**config.mk**
```make
export PLATFORM = sky130hd
export DESIGN_NAME = bus_arbiter
export DESIGN_NICKNAME = d
export VERILOG_FILES = /design/src/rtl/bus_arbiter.sv
export SDC_FILE = /design/constraint.sdc
export NUM_CORES = 1
export LEC_CHECK = 0
export ABC_AREA = 1
export CAP_MARGIN = 25
export CORE_ASPECT_RATIO = 0.7
export CORE_UTILIZATION = 39
export CTS_CLUSTER_SIZE = 25
export DETAILED_ROUTE_END_ITERATION = 12
export MAX_ROUTING_LAYER = met4
export PLACE_DENSITY_LB_ADDON = 0.12
export RECOVER_POWER = 100
export SYNTH_ARGS = -nofsm -noshare
export SYNTH_HDL_FRONTEND = slang
export SYNTH_SLANG_ARGS = --single-unit
```
**constraint.sdc**
```tcl
create_clock -name i_clk -period 3.3 [get_ports i_clk]
set_input_delay 0.66 -clock i_clk [delete_from_list [all_inputs] [get_ports i_clk]]
set_output_delay 0.66 -clock i_clk [all_outputs]
set_load 0.05 [all_outputs]
```
**src/rtl/bus_arbiter.sv**
```systemverilog
// rtl/bus_arbiter.sv - round-robin arbiter sharing one bus slave port between hart masters
//
// Purpose: grants the shared slave port to one requesting master at a time,
// rotating priority after each grant, and keeps ownership with a master for
// the whole of an atomic (LR/SC/AMO) sequence.
//
// Ports:
//   i_clk, i_rst        clock, asynchronous active-low reset
//   i_m_bus_en/wr_en/atomic   per-master request, write, lock-request bits
//   i_m_addr/wr_data/byte_en  per-master packed request payload (master k at [k*W +: W])
//   o_m_ack             one-hot completion strobe to the owning master
//   o_m_rd_data         slave read data, broadcast to all masters
//   o_bus_en, o_wr_en, o_addr, o_wr_data, o_byte_en   registered shared slave port
//   i_ack, i_rd_data    slave completion and read data
//   o_grant             current/last owner index
module bus_arbiter #(
  parameter int N_MASTERS = 2,
  parameter int XLEN      = 32,
  localparam int GW       = $clog2(N_MASTERS),
  localparam int BW       = XLEN / 8
) (
  input  logic                      i_clk,
  input  logic                      i_rst,
  input  logic [N_MASTERS-1:0]      i_m_bus_en,
  input  logic [N_MASTERS-1:0]      i_m_wr_en,
  input  logic [N_MASTERS-1:0]      i_m_atomic,
  input  logic [N_MASTERS*XLEN-1:0] i_m_addr,
  input  logic [N_MASTERS*XLEN-1:0] i_m_wr_data,
  input  logic [N_MASTERS*BW-1:0]   i_m_byte_en,
  output logic [N_MASTERS-1:0]      o_m_ack,
  output logic [XLEN-1:0]           o_m_rd_data,
  output logic                      o_bus_en,
  output logic                      o_wr_en,
  output logic [XLEN-1:0]           o_addr,
  output logic [XLEN-1:0]           o_wr_data,
  output logic [BW-1:0]             o_byte_en,
  input  logic                      i_ack,
  input  logic [XLEN-1:0]           i_rd_data,
  output logic [GW-1:0]             o_grant
);

  typedef enum logic [1:0] {IDLE = 2'd0, BUSY = 2'd1, DONE = 2'd2} state_t;

  state_t          state_q, state_d;
  logic            lock_q, lock_d;
  logic [GW-1:0]   last_grant_q, last_grant_d;
  logic [GW-1:0]   grant_q, grant_d;
  logic            bus_en_q, bus_en_d;
  logic            wr_en_q, wr_en_d;
  logic [XLEN-1:0] addr_q, addr_d;
  logic [XLEN-1:0] wr_data_q, wr_data_d;
  logic [BW-1:0]   byte_en_q, byte_en_d;

  // Round-robin search: first requester after last_grant, wrapping.
  logic          rr_found;
  logic [GW-1:0] rr_pick;
  logic [GW-1:0] rr_idx;

  always_comb begin
    rr_found = 1'b0;
    rr_pick  = last_grant_q;
    rr_idx   = last_grant_q;
    for (int i = 1; i <= N_MASTERS; i++) begin
      rr_idx = GW'((int'(last_grant_q) + i) % N_MASTERS);
      if (!rr_found && i_m_bus_en[rr_idx]) begin
        rr_found = 1'b1;
        rr_pick  = rr_idx;
      end
    end
  end

  // State and datapath registers.
  always_ff @(posedge i_clk or negedge i_rst) begin
    if (!i_rst) begin
      state_q      <= IDLE;
      lock_q       <= 1'b0;
      last_grant_q <= GW'(N_MASTERS - 1);
      grant_q      <= '0;
      bus_en_q     <= 1'b0;
      wr_en_q      <= 1'b0;
      addr_q       <= '0;
      wr_data_q    <= '0;
      byte_en_q    <= '0;
    end else begin
      state_q      <= state_d;
      lock_q       <= lock_d;
      last_grant_q <= last_grant_d;
      grant_q      <= grant_d;
      bus_en_q     <= bus_en_d;
      wr_en_q      <= wr_en_d;
      addr_q       <= addr_d;
      wr_data_q    <= wr_data_d;
      byte_en_q    <= byte_en_d;
    end
  end

  // Next-state and register-input logic.
  logic          take;
  logic [GW-1:0] take_idx;

  always_comb begin
    state_d      = state_q;
    lock_d       = lock_q;
    last_grant_d = last_grant_q;
    grant_d      = grant_q;
    bus_en_d     = bus_en_q;
    wr_en_d      = wr_en_q;
    addr_d       = addr_q;
    wr_data_d    = wr_data_q;
    byte_en_d    = byte_en_q;
    take         = 1'b0;
    take_idx     = last_grant_q;

    case (state_q)
      IDLE: begin
        if (lock_q) begin
          // Locked: only the owner may go; dropping atomic releases the lock
          // and arbitration reopens on the following cycle.
          if (!i_m_atomic[last_grant_q]) begin
            lock_d = 1'b0;
          end else if (i_m_bus_en[last_grant_q]) begin
            take     = 1'b1;
            take_idx = last_grant_q;
          end
        end else if (rr_found) begin
          take     = 1'b1;
          take_idx = rr_pick;
        end
        if (take) begin
          state_d      = BUSY;
          last_grant_d = take_idx;
          grant_d      = take_idx;
          bus_en_d     = 1'b1;
          wr_en_d      = i_m_wr_en[take_idx];
          addr_d       = i_m_addr[int'(take_idx)*XLEN +: XLEN];
          wr_data_d    = i_m_wr_data[int'(take_idx)*XLEN +: XLEN];
          byte_en_d    = i_m_byte_en[int'(take_idx)*BW +: BW];
          lock_d       = i_m_atomic[take_idx];
        end
      end
      BUSY: begin
        // Withdrawn requests do not abort; only the slave ack ends the transfer.
        if (i_ack) begin
          bus_en_d = 1'b0;
          state_d  = DONE;
        end
      end
      DONE: begin
        // Dead cycle so the owner can retire its registered request.
        state_d = IDLE;
      end
      default: begin
        state_d = IDLE;
      end
    endcase
  end

  // Outputs.
  always_comb begin
    o_m_ack = '0;
    if (state_q == BUSY && i_ack) begin
      o_m_ack[grant_q] = 1'b1;
    end
  end

  assign o_m_rd_data = i_rd_data;
  assign o_bus_en    = bus_en_q;
  assign o_wr_en     = wr_en_q;
  assign o_addr      = addr_q;
  assign o_wr_data   = wr_data_q;
  assign o_byte_en   = byte_en_q;
  assign o_grant     = grant_q;

endmodule

```
==> metrics, run 1 <==
Post-synth ARST share=1.00; LEAKAGE=0.00339 uW; Primary FF master, synth=dfrtp_1; post-CTS setup buffers=0; CP required=2.64 ns; CTS max path bufs=2; ANT nets after route=0; crit-path cells=dlygate4sd3_1 > nand3_1 > nor2_1 > dlygate4sd3_1; Int Power=3310 uW; distinct cell type count after synthesis=17; area delta synth->final=54.8%; family with the most delay on the worst path=buffers and inverters; CP Capture Type=output port; final setup violation count=0; count leader, synth=nand2_1; Die Y=88.5 um; Sequential Power Share=0.231; DP HPWL=8350 um; unrepaired setup endpoints after global routing=no; final wirelength=12000 um; power after layout=6940 uW; Port Buf Inserts=217; pin count of the biggest net entering global routing=76; worst slew pin tran=1.76 ns; Synthesized Nets=776; Rel. slew slack=-0.174; pwr dens=1080 nW/um^2; Starting Density=0.402; Worst Path Max Fanout=4; core area=10400 um^2; Root Driver=clkbuf_16; synthesized cell area=4170 um^2; die width=126 um; cells after synthesis=599; FMAX=332 MHz; Synth top area share=0.445; Worst Skew=0.00834 ns; GRT Resource Usage Total=0.229; clock power share=0.156; number of global-route vias before repair=3912; switching portion of total power=0.523; clock transition at the registers of the reported paths=0.05 ns; Nets=946; top post-synthesis cells by count=nand2_1 (363), nand3_1 (77), dfrtp_1 (74); mean number of vias per cell=4.71; leading area contributor after synthesis=dfrtp_1; clk sinks=75; post_cts resized=0; final std cells w/o fill=906; CP bufs+invs=2; Synth warnings=0; Comb power frac=0.613; Residual DRC=16; crit start category=primary input; Placer Congestion=0.773; Min Hold Slack=0.144 ns; Avg Cell Area, Syn=6.95 um^2; TritonCTS Buffers=9; WL/cell=13.3 um; failing checks=DRC, capacitance limit, slew limit; critical path class=primary input to output port; outcome=complete, but fails checks; total number of vias=4269; Hold Crit Class=primary input to async pin; Slowest cell on crit path=dlygate4sd3_1; register bit total from synthesis=75; Worst EP arrival=2.35 ns; sequential-to-total area share from yosys stat=0.451; FP Rows=31; first-pass GRT wire length=19200 um; VDD IR max=0.495 mV; Final Max Tran Viols=73; Starting DRT DRC Count=227; max incr delay on CP=0.89 ns; Final min period=3.01 ns; layout cell share with drive strength beyond 1=0.0401; hold buffers post-CTS=0; Final Hold Fails=0; clk_lat worst skew=0.33 ns; Pre-Repair DR Iteration Count=12; CP most frequent cell=dlygate4sd3_1; net switching power=3630 uW; area of the die=11100 um^2; max cap viols=1; setup slack after layout=0.287 ns; Placed Cells=889; total global routing overflow=0; initial antenna violation count=0; Setup Total Neg Slack=0 ns; EDFF count, synth=0; pre-CTS setup slack=0.420 ns; crit share post-route=0.913; # IOs=282; CTS tree=done; Area contributors post-synth=dfrtp_1 (44%), nand2_1 (33%), nand3_1 (9.3%), buf_4 (8.3%), buf_2 (1.6%); ANT cells=0; # H-tree levels=3
[per-layer routing]
layer / track usage / vias up / share of wire
met5: - / - / 0
met4: 0.0521 / 0 / 0.0086
met3: 0.0707 / 10 / 0.077
met2: 0.370 / 167 / 0.46
met1: 0.283 / 1928 / 0.45
li1: - / 2164 / -
[state kept, by name, summed over array words and instances (netlist names)]
signal,flops
lock_q,1
o_byte_en,4
last_grant_q,1
o_grant,1
o_wr_data,32
o_bus_en,1
o_wr_en,1
state_q,2
o_addr,32
[per-stage QoR]
stage / utilization / instance area, um^2
after floorplan: - / 4170
after global placement: 0.592 / 6130
after CTS: 0.624 / 6470
final: 0.623 / 6450
after global routing: 0.623 / 6450
after detailed placement: 0.592 / 6130
[area by class of cell]
cell class	instances	area, um^2
Fill cell	938	3910
Timing Repair Buffer	226	2240
Sequential cell	75	1880
Multi-Input combinational cell	451	1810
Clock buffer	11	253
Tap cell	132	165
Clock inverter	5	83.8
Inverter	6	22.5
[power groups by stage]
stage | registers [uW] | logic [uW] | clock network, uW
floorplan | 2990 | 1770 | 0
global placement | 1620 | 4390 | 0
detailed placement | 1630 | 4450 | 0
CTS | 1630 | 4460 | 1110
global route | 1660 | 4630 | 1150
finish | 1600 | 4260 | 1090
[final timing paths]
| check | to | slack [ns] | cells after the start | startpoint |
|---|---|---|---|---|
| max | o_m_ack[0] | 0.29 | 4 | i_ack |
| max in group asynchronous | o_addr[20]$_DFFE_PN0P_ | 1.22 | 2 | i_rst |
| min | o_wr_data[26]$_DFFE_PN0P_ | 0.14 | 1 | i_rst |
| min in group i_clk | o_addr[19]$_DFFE_PN0P_ | 0.47 | 2 | o_addr[19]$_DFFE_PN0P_ |
| max reg2reg | o_wr_data[16]$_DFFE_PN0P_ | 0.68 | 9 | last_grant_q$_DFFE_PN1P_ |
| min reg2reg | o_addr[19]$_DFFE_PN0P_ | 0.47 | 2 | o_addr[19]$_DFFE_PN0P_ |
[placed cells by master, fill, tap and decap left out, types with 2 or more instances in the layout]
cell type          n
clkbuf_16          9
clkinvlp_4         2
inv_2              3
nor2_1             2
nand3_1           78
nand2_1          365
clkdlybuf4s50_1  141
o21ai_0            3
inv_1              3
buf_4              5
dfrtp_1           74
dlygate4sd3_1     75
clkbuf_8           2
bufinv_16          2
clkbuf_2           3
[kinds of logic (layout without fill, tap and decap cells)]
kind of cell	Yosys count	in the layout	synth area share
and+or+nand+nor	448	448	0.433
DFF	75	75	0.451
buffers and inverters	73	248	0.113
AOI/OAI and AO/OA	3	3	0.00360
Note: power is estimated with default switching activity, not from simulation.
==> inputs of run 2 (changes only) <==
--- a/config.mk
+++ b/config.mk
@@ -14,6 +14,7 @@
 export MAX_ROUTING_LAYER = met4
 export PLACE_DENSITY_LB_ADDON = 0.12
 export RECOVER_POWER = 100
+export SKIP_CTS_REPAIR_TIMING = 1
 export SYNTH_ARGS = -nofsm -noshare
 export SYNTH_HDL_FRONTEND = slang
 export SYNTH_SLANG_ARGS = --single-unit
==> results of run 2 <==
The final DEF is identical to that of run 1; final timing and power are the same.
==> inputs of run 3 (changes only) <==
--- a/config.mk
+++ b/config.mk
@@ -9,10 +9,10 @@
 export CAP_MARGIN = 25
 export CORE_ASPECT_RATIO = 0.7
 export CORE_UTILIZATION = 39
-export CTS_CLUSTER_SIZE = 25
+export CTS_CLUSTER_SIZE = 40
 export DETAILED_ROUTE_END_ITERATION = 12
 export MAX_ROUTING_LAYER = met4
-export PLACE_DENSITY_LB_ADDON = 0.12
+export PLACE_DENSITY = 0.95
 export RECOVER_POWER = 100
 export SKIP_CTS_REPAIR_TIMING = 1
 export SYNTH_ARGS = -nofsm -noshare
==> run 3 against run 2 <==
Effect of this change: die area unchanged; total power decreased by 1.4%; register-to-register slack improved by 0.09 ns; clock-buffer cell count unchanged; non-clock buffer count shrank 4; highest routed layer unchanged; critical path depth unchanged; largest power group unchanged; the run still ends with DRC, capacitance limit, slew limit left; worst hold slack got worse by 0.017 ns; global-route usage shrank 0.12 points; routed wire length grew 2.3%; sequential share of layout area is 0.22 points higher; sequential cell count unchanged; sequential power is essentially flat.
==> metrics, run 3 (synthesis gave the netlist of run 1 again) <==
total number of vias=4348; CP required=2.64 ns; post-layout util=0.618; max incr delay on CP=0.87 ns; # IOs=282; WL/cell=13.6 um; VDD IR max=0.546 mV; most common cell after layout, fill and taps aside=nand2_1; total global routing overflow=0; ANT nets after route=0; crit start category=primary input; Worst EP arrival=2.35 ns; FMAX=332 MHz; crit share post-route=0.914; CTS max path bufs=2; Pre-Repair DR Iteration Count=8; failing checks=DRC, capacitance limit, slew limit; Starting Density=0.402; critical path class=primary input to output port; most frequent cells in the layout=nand2_1 (364), clkdlybuf4s50_1 (141), nand3_1 (78); core area=10400 um^2; first-pass GRT wire length=19200 um; FP Rows=31; area delta synth->final=53.6%; Port Buf Inserts=217; Starting DRT DRC Count=257; number of global-route vias before repair=3914; Final min period=3.01 ns; Nets=942; worst slew pin tran=1.82 ns; pwr dens=1070 nW/um^2; power after layout=6840 uW; unrepaired setup endpoints after global routing=no; CP Capture Type=output port; max cap viols=1; Slowest cell on crit path=dlygate4sd3_1; CTS tree=done; area of the die=11100 um^2; Die Y=88.5 um; Placer Congestion=0.814; mean number of vias per cell=4.82; Final Hold Fails=0; clock transition at the registers of the reported paths=0.06 ns; crit-path cells=dlygate4sd3_1 > nand3_1 > nor2_1 > dlygate4sd3_1; Worst Skew=0.00647 ns; Final Max Tran Viols=74; GRT Resource Usage Total=0.227; clk sinks=75; DP HPWL=8360 um; CP most frequent cell=dlygate4sd3_1; layout cell share with drive strength beyond 1=0.0364; final wirelength=12300 um; Hold Crit Class=primary input to async pin; pin count of the biggest net entering global routing=76; Min Hold Slack=0.127 ns; ANT cells=0; Setup Total Neg Slack=0 ns; outcome=complete, but fails checks; clk_lat worst skew=0.33 ns; Rel. slew slack=-0.213; Residual DRC=16; Worst Path Max Fanout=4; LEAKAGE=0.00336 uW; initial antenna violation count=0; TritonCTS Buffers=9; die width=126 um; final setup violation count=0; Root Driver=clkbuf_16; # H-tree levels=3
run 3: final timing paths:
check                                          from                   endpoint  slack, ns  depth (start not counted)
max                                           i_ack                 o_m_ack[1]       0.29                          4
min                                           i_rst  o_wr_data[29]$_DFFE_PN0P_       0.13                          1
max reg2reg                last_grant_q$_DFFE_PN1P_      o_addr[0]$_DFFE_PN0P_       0.77                          7
min reg2reg                  o_addr[25]$_DFFE_PN0P_     o_addr[25]$_DFFE_PN0P_       0.47                          2
max in group asynchronous                     i_rst  o_wr_data[27]$_DFFE_PN0P_       1.18                          2
min in group i_clk           o_addr[25]$_DFFE_PN0P_     o_addr[25]$_DFFE_PN0P_       0.47                          2
run 3: cell type report:
cell class	instances	area, um^2
fill	863	3960
timing repair buffer	222	2210
sequential	75	1880
multi-input combinational	451	1810
clock buffer	11	253
tap	132	165
clock inverter	5	60.1
inverter	6	22.5
run 3: routing by layer:
| layer | vias to the layer above | global-route usage | routed length (um) | part of all wire |
|---|---|---|---|---|
| met5 | - | - | 0 | 0 |
| met4 | 0 | 0.0599 | 163 | 0.013 |
| met3 | 20 | 0.0653 | 1100 | 0.089 |
| li1 | 2159 | - | - | - |
| met2 | 212 | 0.362 | 5660 | 0.46 |
| met1 | 1957 | 0.286 | 5390 | 0.44 |
run 3: through the flow:
stage | area (um^2) | std cells | setup WS [ns]
2_1_floorplan | 4170 | 599 | 1.20
3_3_place_gp | 6100 | 885 | 0.451
3_5_place_dp | 6100 | 885 | 0.415
4_1_cts | 6410 | 901 | 0.415
5_1_grt | 6400 | 902 | 0.223
6_report | 6400 | 902 | 0.285
run 3: power by group:
part | switching [uW] | internal (uW)
Sequential | 234 | 1360
Combinational | 3010 | 1230
Clock | 377 | 629
run 3: worst max-delay path: cells and delay by family:
family / cells / cell delay (ns)
buffers and inverters: 2 / 1.42
and+or+nand+nor: 2 / 0.26
